<file path="src/rtl/laser_pkg.sv">
// Shared types and sizes for the laser-coverage job controller.
package laser_pkg;
  localparam int N_POINTS = 40;
  localparam int CW       = 4;
  localparam int PTR_W    = 6;

  typedef enum logic [1:0] {ST_COLLECT, ST_FEED, ST_WAIT, ST_RESULT} state_e;

  typedef struct packed {
    logic [CW-1:0] x;
    logic [CW-1:0] y;
  } point_t;

  typedef struct packed {
    logic [CW-1:0] c1x;
    logic [CW-1:0] c1y;
    logic [CW-1:0] c2x;
    logic [CW-1:0] c2y;
    logic          err;
  } result_t;
endpackage

</file>
<file path="src/rtl/laser_pt_buf.sv">
// Frame point store: one write port (collect side), one read port (feed side).
module laser_pt_buf #(
  parameter int DEPTH = laser_pkg::N_POINTS
) (
  input  logic       clk_i,
  input  logic       rst_n_i,
  input  logic       we_i,
  input  logic [5:0] wr_ptr_i,
  input  logic [7:0] wr_pt_i,
  input  logic [5:0] rd_ptr_i,
  output logic [7:0] rd_pt_o
);
  import laser_pkg::*;

  point_t mem_q [DEPTH];

  always_ff @(posedge clk_i or negedge rst_n_i) begin
    if (!rst_n_i) begin
      for (int i = 0; i < DEPTH; i++) mem_q[i] <= '0;
    end else if (we_i) begin
      mem_q[wr_ptr_i] <= wr_pt_i;
    end
  end

  assign rd_pt_o = mem_q[rd_ptr_i];
endmodule

</file>
<file path="src/rtl/laser_job_ctrl.sv">
// Job controller: buffers a frame, replays it into the search core, watches
// for DONE with a watchdog and hands back the centres over valid/ready.
module laser_job_ctrl #(
  parameter int N_POINTS = laser_pkg::N_POINTS,
  parameter int TIMEOUT  = 36000,
  parameter int TMR_W    = 16
) (
  input  logic       clk_i,
  input  logic       rst_n_i,
  input  logic       in_valid_i,
  output logic       in_ready_o,
  input  logic [3:0] in_x_i,
  input  logic [3:0] in_y_i,
  output logic       core_rst_o,
  output logic [3:0] core_x_o,
  output logic [3:0] core_y_o,
  input  logic       core_done_i,
  input  logic [3:0] core_c1x_i,
  input  logic [3:0] core_c1y_i,
  input  logic [3:0] core_c2x_i,
  input  logic [3:0] core_c2y_i,
  output logic       res_valid_o,
  input  logic       res_ready_i,
  output logic [3:0] res_c1x_o,
  output logic [3:0] res_c1y_o,
  output logic [3:0] res_c2x_o,
  output logic [3:0] res_c2y_o,
  output logic       res_err_o,
  output logic       busy_o
);
  import laser_pkg::*;

  localparam logic [PTR_W-1:0] LAST_PT  = PTR_W'(N_POINTS - 1);
  localparam logic [TMR_W-1:0] TMR_LAST = TMR_W'(TIMEOUT - 1);

  state_e            state_q, state_d;
  logic [PTR_W-1:0]  wr_ptr_q, wr_ptr_d;
  logic [PTR_W-1:0]  rd_ptr_q, rd_ptr_d;
  logic [TMR_W-1:0]  tmr_q, tmr_d;
  result_t           res_q, res_d;
  point_t            rd_pt;
  logic              accept;

  assign accept = in_valid_i && (state_q == ST_COLLECT);

  laser_pt_buf #(.DEPTH(N_POINTS)) u_buf (
    .clk_i    (clk_i),
    .rst_n_i  (rst_n_i),
    .we_i     (accept),
    .wr_ptr_i (wr_ptr_q),
    .wr_pt_i  ({in_x_i, in_y_i}),
    .rd_ptr_i (rd_ptr_q),
    .rd_pt_o  (rd_pt)
  );

  always_comb begin
    state_d  = state_q;
    wr_ptr_d = wr_ptr_q;
    rd_ptr_d = rd_ptr_q;
    tmr_d    = tmr_q;
    res_d    = res_q;
    case (state_q)
      ST_COLLECT: if (accept) begin
        wr_ptr_d = wr_ptr_q + PTR_W'(1);
        if (wr_ptr_q == LAST_PT) begin
          state_d  = ST_FEED;
          rd_ptr_d = '0;
        end
      end
      ST_FEED: if (rd_ptr_q == LAST_PT) begin
        state_d  = ST_WAIT;
        rd_ptr_d = '0;
        tmr_d    = '0;
      end else begin
        rd_ptr_d = rd_ptr_q + PTR_W'(1);
      end
      ST_WAIT: begin
        tmr_d = tmr_q + TMR_W'(1);
        // DONE takes priority over a watchdog expiry in the same cycle
        if (core_done_i) begin
          res_d.c1x = core_c1x_i;
          res_d.c1y = core_c1y_i;
          res_d.c2x = core_c2x_i;
          res_d.c2y = core_c2y_i;
          res_d.err = 1'b0;
          state_d   = ST_RESULT;
        end else if (tmr_q == TMR_LAST) begin
          res_d     = '0;
          res_d.err = 1'b1;
          state_d   = ST_RESULT;
        end
      end
      ST_RESULT: if (res_ready_i) begin
        wr_ptr_d = '0;
        state_d  = ST_COLLECT;
      end
      default: state_d = ST_COLLECT;
    endcase
  end

  always_ff @(posedge clk_i or negedge rst_n_i) begin
    if (!rst_n_i) begin
      state_q  <= ST_COLLECT;
      wr_ptr_q <= '0;
      rd_ptr_q <= '0;
      tmr_q    <= '0;
      res_q    <= '0;
    end else begin
      state_q  <= state_d;
      wr_ptr_q <= wr_ptr_d;
      rd_ptr_q <= rd_ptr_d;
      tmr_q    <= tmr_d;
      res_q    <= res_d;
    end
  end

  // All handshake/control outputs decode registered state only
  assign in_ready_o  = (state_q == ST_COLLECT);
  assign res_valid_o = (state_q == ST_RESULT);
  assign busy_o      = (state_q == ST_FEED) || (state_q == ST_WAIT);
  assign core_rst_o  = !busy_o;
  assign core_x_o    = (state_q == ST_FEED) ? rd_pt.x : '0;
  assign core_y_o    = (state_q == ST_FEED) ? rd_pt.y : '0;
  assign res_c1x_o   = res_q.c1x;
  assign res_c1y_o   = res_q.c1y;
  assign res_c2x_o   = res_q.c2x;
  assign res_c2y_o   = res_q.c2y;
  assign res_err_o   = res_q.err;
endmodule

</file>
<file path="config.mk">
export PLATFORM = sky130hd
export DESIGN_NAME = laser_job_ctrl
export DESIGN_NICKNAME = d
export VERILOG_FILES = /design/src/rtl/laser_pkg.sv /design/src/rtl/laser_pt_buf.sv /design/src/rtl/laser_job_ctrl.sv
export SDC_FILE = /design/constraint.sdc
export NUM_CORES = 1
export LEC_CHECK = 0
export ABC_AREA = 1
export BUFFER_PORTS_ARGS = -buffer_cell sky130_fd_sc_hd__buf_2
export CORE_MARGIN = 2
export CORE_UTILIZATION = 40
export DETAILED_ROUTE_END_ITERATION = 6
export HOLD_SLACK_MARGIN = 0.1
export SLEW_MARGIN = 20
export SYNTH_ARGS = -nofsm -noshare
export SYNTH_HDL_FRONTEND = slang
export SYNTH_HIERARCHICAL = 1
export SYNTH_SLANG_ARGS = --single-unit
</file>
<file path="constraint.sdc">
create_clock -name clk_i -period 3 [get_ports clk_i]
set_input_delay 0.6 -clock clk_i [delete_from_list [all_inputs] [get_ports clk_i]]
set_output_delay 0.6 -clock clk_i [all_outputs]
set_load 0.1 [all_outputs]
</file>
-- Word level (Yosys, flattened, before mapping)
Index checks and enable logic that the tools add are counted.
W data, S select, Z words.
- bits in registers: 367
- output and inout port bits: 29
- word-level logic and storage cells: 148
- $add $sub $neg: 3
- magnitude comparators: 3
- equality and inequality tests: 11
- mux-type cells: 26
- bitwise logic cells: 2
- reduce and logical (&&, ||, !) cells: 14
- operator list (operator ; count):
    $bwmux W320 ; 1
    $bmux W8 S6 ; 1
    $demux W8 S6 ; 1
    $mux W17 ; 2
    $pmux W16 S2 ; 1
    $mux W6 ; 5
    $mux W8 ; 3
    $pmux W6 S2 ; 2
    $add A16 B1 Y16 const B ; 1
    $eq A16 B16 Y1 const B ; 1
    $mux W16 ; 1
    $ge A7 B7 Y1 const B ; 2
    $not A6 Y7 ; 2
    $add A6 B1 Y6 const B ; 2
    $eq A6 B6 Y1 const B ; 2
    $mux W2 ; 6
    $mux W4 ; 2
    $pmux W2 S4 ; 1
    $reduce_bool A2 Y1 ; 4
    $lt A7 B1 Y1 const B ; 1
    $ne A2 B1 Y1 const B ; 3
    $reduce_and A3 Y1 ; 2
    $reduce_and A5 Y1 ; 1
    $eq A2 B2 Y1 const B ; 2
    other kinds (8) ; 10

-- Depth between registers and ports, before layout
Gate-level depths: netlist (run 1).
- depth after elaboration: 6
- gate-level depth with buffers: 15

-- Cells and area by module
Netlist (run 1), hierarchy kept.
- by module, submodules not included (module ; times used ; cells each ; area an instance (µm²) ; seq. area each (µm²)):
    laser_pt_buf ; 1 ; 1871 ; 14810.5 ; 8007.7
    laser_job_ctrl ; 1 ; 371 ; 2692.6 ; 1176.1

-- Worst setup path after synthesis (run 1)
Ideal clock, no wire load.
- path kind: register -> output
- start: register rd_ptr_q[0]
- end: output port core_y_o[0]
- arrival: 2214 ps
- data required time: 2400 ps
- slack: 186 ps
- stages on the path, launching flop included: 15
- path buffers: 3
- cells stage by stage: dfrtp_1 > buf_2 > clkinv_1 > clkbuf_1 > buf_2 > nand2_1 > nand3_1 > nand3_1 > nand2_1 > nand2_1 > nand3_1 > nand3_1 > nand2_1 > nand2_1 > inv_1
- RTL lines (item ; RTL line ; text):
    start: declaration ; laser_job_ctrl.sv:38 ; logic [PTR_W-1:0] rd_ptr_q, rd_ptr_d;
    start signal: assignment ; laser_job_ctrl.sv:111 ; rd_ptr_q <= rd_ptr_d;
    end: declaration ; laser_job_ctrl.sv:16 ; output logic [3:0] core_y_o,

==> metrics.txt, run 1 <==
# TYPE chip_impl_metric gauge
chip_impl_info{name="reg2reg_to",value="u_buf/mem_q[17]$_DFFE_PN0P_"} 1
chip_impl_metric{name="dpl_ws",unit="ps"} 278.7
chip_impl_metric{name="die-height",unit="um"} 213.2
chip_impl_info{name="failed_checks",value="negative setup slack"} 1
chip_impl_metric{name="layout.area.seq",unit="mm2"} 0.009189
chip_impl_metric{name="fmax",unit="GHz"} 0.3160
chip_impl_metric{name="final_cell_area",unit="mm2"} 0.02070
chip_impl_metric{name="finalSetupViolations",unit=""} 8
chip_impl_info{name="tritoncts",value="done"} 1
chip_impl_info{name="worst_setup_path_start_kind",value="register"} 1
chip_impl_metric{name="power.density_cell_area",unit="mW/mm2"} 1079
chip_impl_info{name="ys.flop_type",value="sky130_fd_sc_hd__dfrtp_1"} 1
chip_impl_info{name="worst_setup_path_startpoint",value="rd_ptr_q[0]$_DFFE_PN0P_"} 1
chip_impl_info{name="grt_setup_unrepaired",value="true"} 1
chip_impl_metric{name="gpl.final_weighted_congestion",unit=""} 0.8743
chip_impl_metric{name="avgViaCountPerCell",unit=""} 5.277
chip_impl_metric{name="postRouteAntennaNets",unit=""} 0
chip_impl_metric{name="portBuffers",unit=""} 57
chip_impl_metric{name="synthCells",unit=""} 2242
chip_impl_metric{name="worstPathMaxFanout",unit=""} 36
chip_impl_info{name="root_buffer",value="sky130_fd_sc_hd__clkbuf_16"} 1
chip_impl_metric{name="ys_seq_elements",unit=""} 367
chip_impl_info{name="setup.worst_path.end_class",value="output port"} 1
chip_impl_metric{name="via_count",unit=""} 15257
chip_impl_metric{name="worst_slew_margin_rel",unit="%"} 47.99
chip_impl_metric{name="worstRegToRegCells",unit=""} 8
chip_impl_metric{name="antenna-diode-count",unit=""} 0
chip_impl_metric{name="p_clk_share",unit="%"} 22.4
chip_impl_info{name="synth_area_leader_cell",value="sky130_fd_sc_hd__dfrtp_1"} 1
chip_impl_metric{name="comb_power_share",unit="%"} 43.1
chip_impl_metric{name="syn-num-nets",unit=""} 2279
chip_impl_metric{name="max-clock-path-buffers",unit=""} 3
chip_impl_metric{name="avgRoutedWirePerCell",unit="um"} 17.30
chip_impl_metric{name="fp.coreArea",unit="mm2"} 0.04317
chip_impl_metric{name="synth_mux_area_share",unit="%"} 0
chip_impl_info{name="synth_top_family_by_area",value="simple AND/OR/NAND/NOR gates"} 1
chip_impl_metric{name="holdPathStages",unit=""} 3
chip_impl_metric{name="worst_vdd_ir",unit="uV"} 839.8
chip_impl_metric{name="numCtsBuffers",unit=""} 41
chip_impl_metric{name="htree_levels",unit=""} 2
chip_impl_metric{name="grt_overflow_total",unit=""} 0
chip_impl_metric{name="cell_internal_pwr",unit="uW"} 12950
chip_impl_metric{name="finalNetCount",unit=""} 2315
chip_impl_metric{name="timing.final.max_slew_violations",unit=""} 0
chip_impl_metric{name="post_synth_and_or_nand_nor_area_fraction",unit="%"} 28.42
chip_impl_metric{name="grt_use_met1",unit="%"} 31.32
chip_impl_info{name="timing.hold.worst_endpoint",value="res_c1x_o[2]$_DFFE_PN0P_"} 1
chip_impl_info{name="grt_most_used_layer",value="met2"} 1
chip_impl_metric{name="synthXorXnorAreaFrac",unit="%"} 0.1001
chip_impl_info{name="min_path_type",value="in2reg"} 1
chip_impl_metric{name="synth_area",unit="mm2"} 0.01750
chip_impl_metric{name="first_pass_grt_wire_length",unit="mm"} 81.34
chip_impl_metric{name="grt_start_max_net_pins",unit=""} 72
chip_impl_metric{name="ios",unit=""} 58
chip_impl_metric{name="die_area",unit="mm2"} 0.04545
chip_impl_metric{name="clk_pin_slew_worst_paths",unit="ps"} 60
chip_impl_metric{name="ys_seq_area_share",unit="%"} 52.47
chip_impl_metric{name="detailedPlacementHpwl",unit="mm"} 31.06
chip_impl_metric{name="count_of_filler_cells_inserted_in_the_layout",unit=""} 4268
chip_impl_metric{name="start_util",unit="%"} 40.54
chip_impl_metric{name="seq_power_share",unit="%"} 34.5
chip_impl_metric{name="max_cap_violations",unit=""} 0
chip_impl_metric{name="edff_count_synth",unit=""} 0
chip_impl_metric{name="antenna_found_initial",unit=""} 0
chip_impl_metric{name="cts_num_sinks",unit=""} 367
chip_impl_metric{name="groute.layer.met3.usage",unit="%"} 4.427
chip_impl_metric{name="drt_pass1_iterations",unit=""} 7
chip_impl_info{name="netlist_top_cells_area",value="sky130_fd_sc_hd__dfrtp_1, sky130_fd_sc_hd__nand2_1, sky130_fd_sc_hd__o21ai_0, sky130_fd_sc_hd__nand3_1, sky130_fd_sc_hd__inv_1"} 1
chip_impl_metric{name="total_leakage_power",unit="uW"} 0.009638
chip_impl_info{name="status",value="finished with violations"} 1
chip_impl_metric{name="distinct_cells_synth",unit=""} 37
chip_impl_metric{name="regToRegSetupSlack",unit="ps"} 340
chip_impl_metric{name="multi_input_area",unit="mm2"} 0.007485
chip_impl_metric{name="crit_required",unit="ps"} 2400
chip_impl_metric{name="timing.critical_path.arrival",unit="ps"} 2560
chip_impl_info{name="min_from",value="core_c1x_i[2]"} 1
chip_impl_metric{name="drcViolationCount",unit=""} 0
chip_impl_metric{name="worst_slew_pin_tran",unit="ps"} 780.2
chip_impl_metric{name="synthesis.area_per_instance",unit="um2"} 7.807
chip_impl_metric{name="timing.clock.skew",unit="ps"} 18.36
chip_impl_metric{name="first_global_vias",unit=""} 14844
chip_impl_metric{name="globalRouteTotalUtil",unit="%"} 22.80
chip_impl_metric{name="grt_use_met2",unit="%"} 36.50
chip_impl_info{name="regToRegStartpoint",value="state_q[0]$_DFFE_PN0P_"} 1
chip_impl_metric{name="final-hold-violation-count",unit=""} 0
chip_impl_metric{name="netSwitchingFraction",unit="%"} 42.03
chip_impl_metric{name="layout-area-overhead-vs-synth",unit="%"} 18.28
chip_impl_metric{name="post_synth_fa_ha_maj_area_fraction",unit="%"} 0.5719
chip_impl_metric{name="synth-compound-area-share",unit="%"} 12.56
chip_impl_metric{name="drt_first_iter_violations",unit=""} 1179
chip_impl_metric{name="layout_setup_ws",unit="ps"} -164.7
chip_impl_metric{name="post-route-period-util",unit="%"} 105.5
chip_impl_metric{name="ys_warn_count",unit=""} 6
chip_impl_metric{name="fp-row-count",unit=""} 76
chip_impl_metric{name="period_needed",unit="ps"} 3165
chip_impl_metric{name="die_w",unit="um"} 213.2
chip_impl_metric{name="clock_latency",unit="ps"} 560
chip_impl_metric{name="async_reset_ff_share",unit="%"} 100.0
chip_impl_metric{name="net_switching_power",unit="uW"} 9389
chip_impl_metric{name="drive_above_1_share",unit="%"} 12.79
chip_impl_metric{name="netlist.area_leader.share",unit="%"} 52.47
chip_impl_info{name="critPathKind",value="reg2out"} 1
chip_impl_metric{name="place_area",unit="mm2"} 0.01862
chip_impl_metric{name="wl",unit="mm"} 50.02
==> area by class of cell <==
cell class,count,area share (%)
Clock buffer,61,6.056
Clock inverter,10,0.3808
Inverter,115,2.230
Multi-Input combinational cell,1618,36.15
Sequential cell,367,44.39
Tap cell,585,3.536
Timing Repair Buffer,134,7.204
Timing Repair inverter,1,0.05439
==> what timing repair did <==
item,in CTS,in global routing
hold endpoints to repair,60,0
buffers inserted,9,3
setup endpoints to repair,8,8
hold buffers,1,0
pin swaps,12,18
gates cloned,9,1
gates resized for setup,69,34
==> flip-flops by register name, indices dropped and copies added, names as in the netlist <==
| signal | flops |
|---|---|
| state_q | 2 |
| res_err_o | 1 |
| tmr_q | 16 |
| wr_ptr_q | 6 |
| res_c2x_o | 4 |
| u_buf/mem_q | 320 |
| res_c2y_o | 4 |
| res_c1y_o | 4 |
| res_c1x_o | 4 |
| rd_ptr_q | 6 |
==> power groups by stage <==
stage          combinational (uW)  sequential [uW]  clock (uW)
6_report                     9620             7710        5010
4_1_cts                      9360             7690        5110
3_5_place_dp                 8360             7770           0
2_1_floorplan                5400             8220           0
3_3_place_gp                 8210             7730           0
5_1_grt                     10600             7920        5320
==> cell families (layout without fill, tap and decap cells) <==
| logic type | count (synthesis) | count (layout) |
|---|---|---|
| simple gates | 1188 | 1188 |
| compound gates | 420 | 420 |
| flops | 367 | 367 |
| buf+inv | 257 | 321 |
| fa+ha+maj | 8 | 8 |
| xor+xnor | 2 | 2 |
==> metal layers <==
layer	part of all wire [%]	vias to the layer above
met4	2.5	0
met1	44	7346
met5	0	-
met3	6.5	91
li1	-	7358
met2	47	462
==> worst max-delay path: stages (launching register included) <==
cell	delay (ps)
sky130_fd_sc_hd__dfrtp_4	500
sky130_fd_sc_hd__buf_4	160
sky130_fd_sc_hd__buf_6	180
sky130_fd_sc_hd__nand2_1	100
sky130_fd_sc_hd__nand3_1	80
sky130_fd_sc_hd__nand3_1	170
sky130_fd_sc_hd__nand3_1	90
sky130_fd_sc_hd__nand2_1	80
sky130_fd_sc_hd__nand2_1	70
sky130_fd_sc_hd__nand2_2	70
sky130_fd_sc_hd__nand2_2	80
sky130_fd_sc_hd__nand2_2	70
sky130_fd_sc_hd__nand2_1	60
sky130_fd_sc_hd__inv_2	100
sky130_fd_sc_hd__buf_12	170
==> Yosys cell counts (7+ instances only) <==
| master | instances |
|---|---|
| sky130_fd_sc_hd__o21ai_0 | 331 |
| sky130_fd_sc_hd__a21oi_1 | 42 |
| sky130_fd_sc_hd__nand2_2 | 7 |
| sky130_fd_sc_hd__o21ai_1 | 18 |
| sky130_fd_sc_hd__dfrtp_1 | 367 |
| sky130_fd_sc_hd__o221ai_1 | 8 |
| sky130_fd_sc_hd__nand2_1 | 811 |
| sky130_fd_sc_hd__nand3_1 | 230 |
| sky130_fd_sc_hd__buf_1 | 13 |
| sky130_fd_sc_hd__inv_1 | 108 |
| sky130_fd_sc_hd__nor2_1 | 99 |
| sky130_fd_sc_hd__clkbuf_1 | 98 |
| sky130_fd_sc_hd__ha_1 | 8 |
| sky130_fd_sc_hd__buf_2 | 25 |
| sky130_fd_sc_hd__o211ai_1 | 8 |
| sky130_fd_sc_hd__nor3_1 | 8 |
| sky130_fd_sc_hd__nand4_1 | 10 |
==> how the worst max path moves through the flow <==
stage	slack, ps	cells past startpoint	endpoint
6_report	-160	14	core_y_o[1]
5_1_grt	-280	15	core_x_o[2]
4_1_cts	-170	15	core_x_o[2]
3_5_place_dp	280	13	core_y_o[2]
3_3_place_gp	290	13	core_y_o[2]
2_1_floorplan	190	14	core_y_o[0]
==> metrics by stage <==
| step | cells | power, uW | hold WS, ps | utilization, % | TNS, ps |
|---|---|---|---|---|---|
| finish | 2891 | 22340 | 245.9 | 47.95 | -1139 |
| global placement | 2797 | 15940 | 449.4 | 43.14 | 0 |
| detailed placement | 2797 | 16120 | 455.1 | 43.14 | 0 |
| CTS | 2887 | 22160 | 220.8 | 47.58 | -1226 |
| floorplan | 2242 | 13620 | 304.4 | - | 0 |
| global route | 2891 | 23830 | 238.5 | 47.95 | -2095 |
==> layout by cell type (no fill, tap or decap), types with 2 or more instances in the layout <==
cell type / n
sky130_fd_sc_hd__a21oi_1: 42
sky130_fd_sc_hd__buf_12: 27
sky130_fd_sc_hd__buf_8: 2
sky130_fd_sc_hd__o21ai_0: 320
sky130_fd_sc_hd__nor4_2: 6
sky130_fd_sc_hd__nor3_1: 8
sky130_fd_sc_hd__inv_1: 97
sky130_fd_sc_hd__nand3_1: 205
sky130_fd_sc_hd__clkbuf_1: 7
sky130_fd_sc_hd__nand3_2: 22
sky130_fd_sc_hd__nand2_1: 792
sky130_fd_sc_hd__dfrtp_1: 365
sky130_fd_sc_hd__nor3_2: 2
sky130_fd_sc_hd__nor2_1: 99
sky130_fd_sc_hd__o221ai_1: 8
sky130_fd_sc_hd__nand2_4: 2
sky130_fd_sc_hd__o21ai_2: 3
sky130_fd_sc_hd__o21ai_1: 29
sky130_fd_sc_hd__buf_6: 2
sky130_fd_sc_hd__nand3_4: 3
sky130_fd_sc_hd__buf_2: 48
sky130_fd_sc_hd__clkinv_2: 8
sky130_fd_sc_hd__clkbuf_8: 11
sky130_fd_sc_hd__inv_2: 15
sky130_fd_sc_hd__xor2_1: 2
sky130_fd_sc_hd__nand2_2: 26
sky130_fd_sc_hd__nand4_1: 10
sky130_fd_sc_hd__ha_1: 8
sky130_fd_sc_hd__buf_16: 10
sky130_fd_sc_hd__o21bai_1: 3
sky130_fd_sc_hd__buf_4: 42
sky130_fd_sc_hd__nor3_4: 4
sky130_fd_sc_hd__nor2_2: 5
sky130_fd_sc_hd__clkbuf_16: 44
sky130_fd_sc_hd__o21a_1: 4
sky130_fd_sc_hd__o211ai_1: 8
(Power assumes the default switching activity.)
==> run 2: changes to the inputs <==
--- a/config.mk
+++ b/config.mk
@@ -5,7 +5,6 @@
 export SDC_FILE = /design/constraint.sdc
 export NUM_CORES = 1
 export LEC_CHECK = 0
-export ABC_AREA = 1
 export BUFFER_PORTS_ARGS = -buffer_cell sky130_fd_sc_hd__buf_2
 export CORE_MARGIN = 2
 export CORE_UTILIZATION = 40
==> metrics.txt, run 2 <==
# TYPE chip_impl_metric gauge
chip_impl_info{name="status",value="finished with violations"} 1
chip_impl_info{name="failed_checks",value="negative setup slack"} 1
chip_impl_metric{name="grt_start_max_net_pins",unit=""} 71
chip_impl_metric{name="die_w",unit="um"} 212.5
chip_impl_metric{name="start_util",unit="%"} 40.44
chip_impl_metric{name="count_of_filler_cells_inserted_in_the_layout",unit=""} 3814
chip_impl_metric{name="wl",unit="mm"} 44.10
chip_impl_metric{name="total_leakage_power",unit="uW"} 0.009593
chip_impl_metric{name="power.density_cell_area",unit="mW/mm2"} 760.3
chip_impl_info{name="ys.flop_type",value="sky130_fd_sc_hd__dfrtp_1"} 1
chip_impl_metric{name="drcViolationCount",unit=""} 0
chip_impl_metric{name="avgRoutedWirePerCell",unit="um"} 22.37
chip_impl_metric{name="worst_slew_pin_tran",unit="ps"} 884.6
chip_impl_info{name="synth_commonest_cells",value="sky130_fd_sc_hd__dfrtp_1, sky130_fd_sc_hd__mux2_2, sky130_fd_sc_hd__mux4_2, sky130_fd_sc_hd__nand2_1, sky130_fd_sc_hd__clkbuf_1"} 1
chip_impl_metric{name="die-height",unit="um"} 212.5
chip_impl_metric{name="place_area",unit="mm2"} 0.01892
chip_impl_metric{name="portBuffers",unit=""} 57
chip_impl_info{name="tritoncts",value="done"} 1
chip_impl_info{name="grt_setup_unrepaired",value="true"} 1
chip_impl_metric{name="final-hold-violation-count",unit=""} 0
chip_impl_metric{name="first_pass_grt_wire_length",unit="mm"} 68.47
chip_impl_metric{name="fp-row-count",unit=""} 76
chip_impl_metric{name="timing.critical_path.arrival",unit="ps"} 2910
chip_impl_metric{name="die_area",unit="mm2"} 0.04514
chip_impl_info{name="setup.worst_path.end_class",value="output port"} 1
chip_impl_metric{name="syn-num-nets",unit=""} 1274
chip_impl_metric{name="worst_slew_margin_rel",unit="%"} 41.03
chip_impl_info{name="synth_area_leader_cell",value="sky130_fd_sc_hd__dfrtp_1"} 1
chip_impl_info{name="netlist_top_cells_area",value="sky130_fd_sc_hd__dfrtp_1, sky130_fd_sc_hd__mux2_2, sky130_fd_sc_hd__mux4_2, sky130_fd_sc_hd__mux2i_1, sky130_fd_sc_hd__a22o_1"} 1
chip_impl_metric{name="antenna_found_initial",unit=""} 0
chip_impl_metric{name="max-clock-path-buffers",unit=""} 3
chip_impl_metric{name="globalRouteTotalUtil",unit="%"} 19.99
chip_impl_metric{name="ios",unit=""} 58
chip_impl_metric{name="final_cells",unit=""} 1971
chip_impl_metric{name="layout-area-overhead-vs-synth",unit="%"} 19.11
chip_impl_info{name="top_regs",value="u_buf/mem_q: 320 flops, tmr_q: 16 flops"} 1
chip_impl_metric{name="antenna-diode-count",unit=""} 0
chip_impl_metric{name="finalSetupViolations",unit=""} 8
chip_impl_metric{name="grt_overflow_total",unit=""} 0
chip_impl_metric{name="post-route-period-util",unit="%"} 117.0
chip_impl_metric{name="worst_hold_slack",unit="ps"} 291.8
chip_impl_metric{name="timing.final.max_slew_violations",unit=""} 0
chip_impl_metric{name="detailedPlacementHpwl",unit="mm"} 29.08
chip_impl_metric{name="fmax",unit="GHz"} 0.2850
chip_impl_metric{name="clock_latency",unit="ps"} 540
chip_impl_metric{name="synthCells",unit=""} 1237
chip_impl_metric{name="ys_seq_elements",unit=""} 367
chip_impl_info{name="layout_common_cells",value="sky130_fd_sc_hd__dfrtp_1, sky130_fd_sc_hd__mux2_2, sky130_fd_sc_hd__buf_4"} 1
chip_impl_metric{name="multi_input_area",unit="mm2"} 0.007969
chip_impl_info{name="commonest_non_fill_non_tap_cell_in_the_layout",value="sky130_fd_sc_hd__dfrtp_1"} 1
chip_impl_metric{name="largest_reg_flops",unit=""} 320
chip_impl_metric{name="setup_total_negative_slack",unit="ps"} -3527
chip_impl_metric{name="dpl_ws",unit="ps"} -293.0
chip_impl_metric{name="htree_levels",unit=""} 2
chip_impl_metric{name="clk_pin_slew_worst_paths",unit="ps"} 70
chip_impl_metric{name="avgViaCountPerCell",unit=""} 5.539
chip_impl_metric{name="crit_required",unit="ps"} 2400
chip_impl_metric{name="worstPathMaxFanout",unit=""} 6
chip_impl_metric{name="gpl.final_weighted_congestion",unit=""} 0.8300
chip_impl_metric{name="drt_first_iter_violations",unit=""} 617
chip_impl_metric{name="first_global_vias",unit=""} 11418
chip_impl_info{name="worst_setup_path_start_kind",value="register"} 1
chip_impl_metric{name="place.detailed.instances",unit=""} 1884
chip_impl_info{name="leading_cell_type_by_number_of_instances_after_synthesis",value="sky130_fd_sc_hd__dfrtp_1"} 1
chip_impl_metric{name="layout_setup_ws",unit="ps"} -509.3
chip_impl_metric{name="numCtsBuffers",unit=""} 40
chip_impl_metric{name="edff_count_synth",unit=""} 0
chip_impl_metric{name="timing.clock.skew",unit="ps"} 15.27
chip_impl_info{name="min_path_type",value="in2reg"} 1
chip_impl_metric{name="period_needed",unit="ps"} 3509
chip_impl_metric{name="drive_above_1_share",unit="%"} 49.71
chip_impl_metric{name="synth_area",unit="mm2"} 0.01738
chip_impl_metric{name="fp.coreArea",unit="mm2"} 0.04298
chip_impl_metric{name="async_reset_ff_share",unit="%"} 100.0
chip_impl_info{name="root_buffer",value="sky130_fd_sc_hd__clkbuf_16"} 1
chip_impl_metric{name="drt_pass1_iterations",unit=""} 5
chip_impl_metric{name="cts_num_sinks",unit=""} 367
chip_impl_info{name="largest_register",value="u_buf/mem_q"} 1
chip_impl_metric{name="postRouteAntennaNets",unit=""} 0
chip_impl_info{name="critPathKind",value="reg2out"} 1
chip_impl_metric{name="layout.area.seq",unit="mm2"} 0.009191
chip_impl_metric{name="max_cap_violations",unit=""} 0
chip_impl_metric{name="synthesis.area_per_instance",unit="um2"} 14.05
chip_impl_metric{name="ys_warn_count",unit=""} 6
chip_impl_metric{name="finalNetCount",unit=""} 1398
chip_impl_metric{name="distinct_cells_synth",unit=""} 65
chip_impl_metric{name="ys_seq_area_share",unit="%"} 52.84
chip_impl_metric{name="netlist.area_leader.share",unit="%"} 52.84
chip_impl_metric{name="via_count",unit=""} 10917
chip_impl_metric{name="worst_vdd_ir",unit="uV"} 543.0
chip_impl_metric{name="final_cell_area",unit="mm2"} 0.02070
[run 2: cell types whose count changed after synthesis, moves of 51 or more]
cell / change
sky130_fd_sc_hd__nand2_1: -763
sky130_fd_sc_hd__mux2_2: +330
sky130_fd_sc_hd__o21ai_0: -320
sky130_fd_sc_hd__nand3_1: -209
sky130_fd_sc_hd__inv_1: -100
sky130_fd_sc_hd__nor2_1: -86
sky130_fd_sc_hd__mux4_2: +53
sky130_fd_sc_hd__clkbuf_1: -51
[run 2: cell type report]
class | count | area share, %
Timing Repair Buffer | 166 | 7.362
Multi-Input combinational cell | 778 | 38.50
Clock buffer | 55 | 5.500
Tap cell | 585 | 3.536
Sequential cell | 367 | 44.40
Clock inverter | 12 | 0.5621
Inverter | 8 | 0.1451
[run 2: final timing paths]
kind | start | to | slack, ps | cells after the start
worst max-delay path | rd_ptr_q[0]$_DFFE_PN0P_ | core_y_o[3] | -510 | 9
worst min-delay path | core_c1x_i[0] | res_c1x_o[0]$_DFFE_PN0P_ | 290 | 2
worst max register to register | state_q[0]$_DFFE_PN0P_ | u_buf/mem_q[275]$_DFFE_PN0P_ | 350 | 7
worst min register to register | res_c2x_o[1]$_DFFE_PN0P_ | res_c2x_o[1]$_DFFE_PN0P_ | 500 | 1
max in group asynchronous | rst_n_i | u_buf/mem_q[15]$_DFFE_PN0P_ | 1370 | 4
min in group asynchronous | rst_n_i | tmr_q[10]$_DFFE_PN0P_ | 610 | 2
[run 2: power breakdown]
| group | internal [uW] | leakage [uW] | switching (uW) | total, uW |
|---|---|---|---|---|
| Sequential | 5380 | 0.00505 | 324 | 5710 |
| Combinational | 1970 | 0.00392 | 3270 | 5240 |
| Clock | 2810 | 0.000622 | 1980 | 4790 |
[run 2: cells by family after synthesis]
logic type / synth area share, %
adders and majority gates: 0.5759
AOI/OAI and AO/OA: 5.486
xor gates and xnor gates: 0.1512
DFF: 52.84
muxes: 31.35
and+or+nand+nor: 6.911
buffers and inverters: 2.685
[run 2: metal layers]
layer	vias up	global-route usage [%]	wire (um)
li1	4870	-	-
met3	69	3.634	2183
met1	5758	27.69	19910
met2	220	32.03	20890
met4	0	6.197	1113
met5	-	0	0
[run 2: timing repair]
action,in CTS,in global routing
cloned,1,0
pin swaps,16,25
hold buffers,1,0
setup buffers,6,13
setup endpoints to repair,8,8
resized for setup,54,28
hold endpoints to repair,62,0
[run 2: worst max-delay path: stages, from the launching register on]
cell and delay [ps]:
sky130_fd_sc_hd__dfrtp_4 550, sky130_fd_sc_hd__buf_12 150, sky130_fd_sc_hd__buf_12 120, sky130_fd_sc_hd__mux4_2 420, sky130_fd_sc_hd__a22o_1 260, sky130_fd_sc_hd__a211oi_4 200, sky130_fd_sc_hd__a211o_1 200, sky130_fd_sc_hd__o21ai_1 90
sky130_fd_sc_hd__and2_4 200, sky130_fd_sc_hd__buf_12 160
[run 2: per-stage QoR]
stage	total power [uW]	utilization (%)
final	15740	48.16
after global routing	16410	48.16
after CTS	15680	47.63
after detailed placement	10580	44.01
after global placement	10520	44.01
after floorplan	9115	-
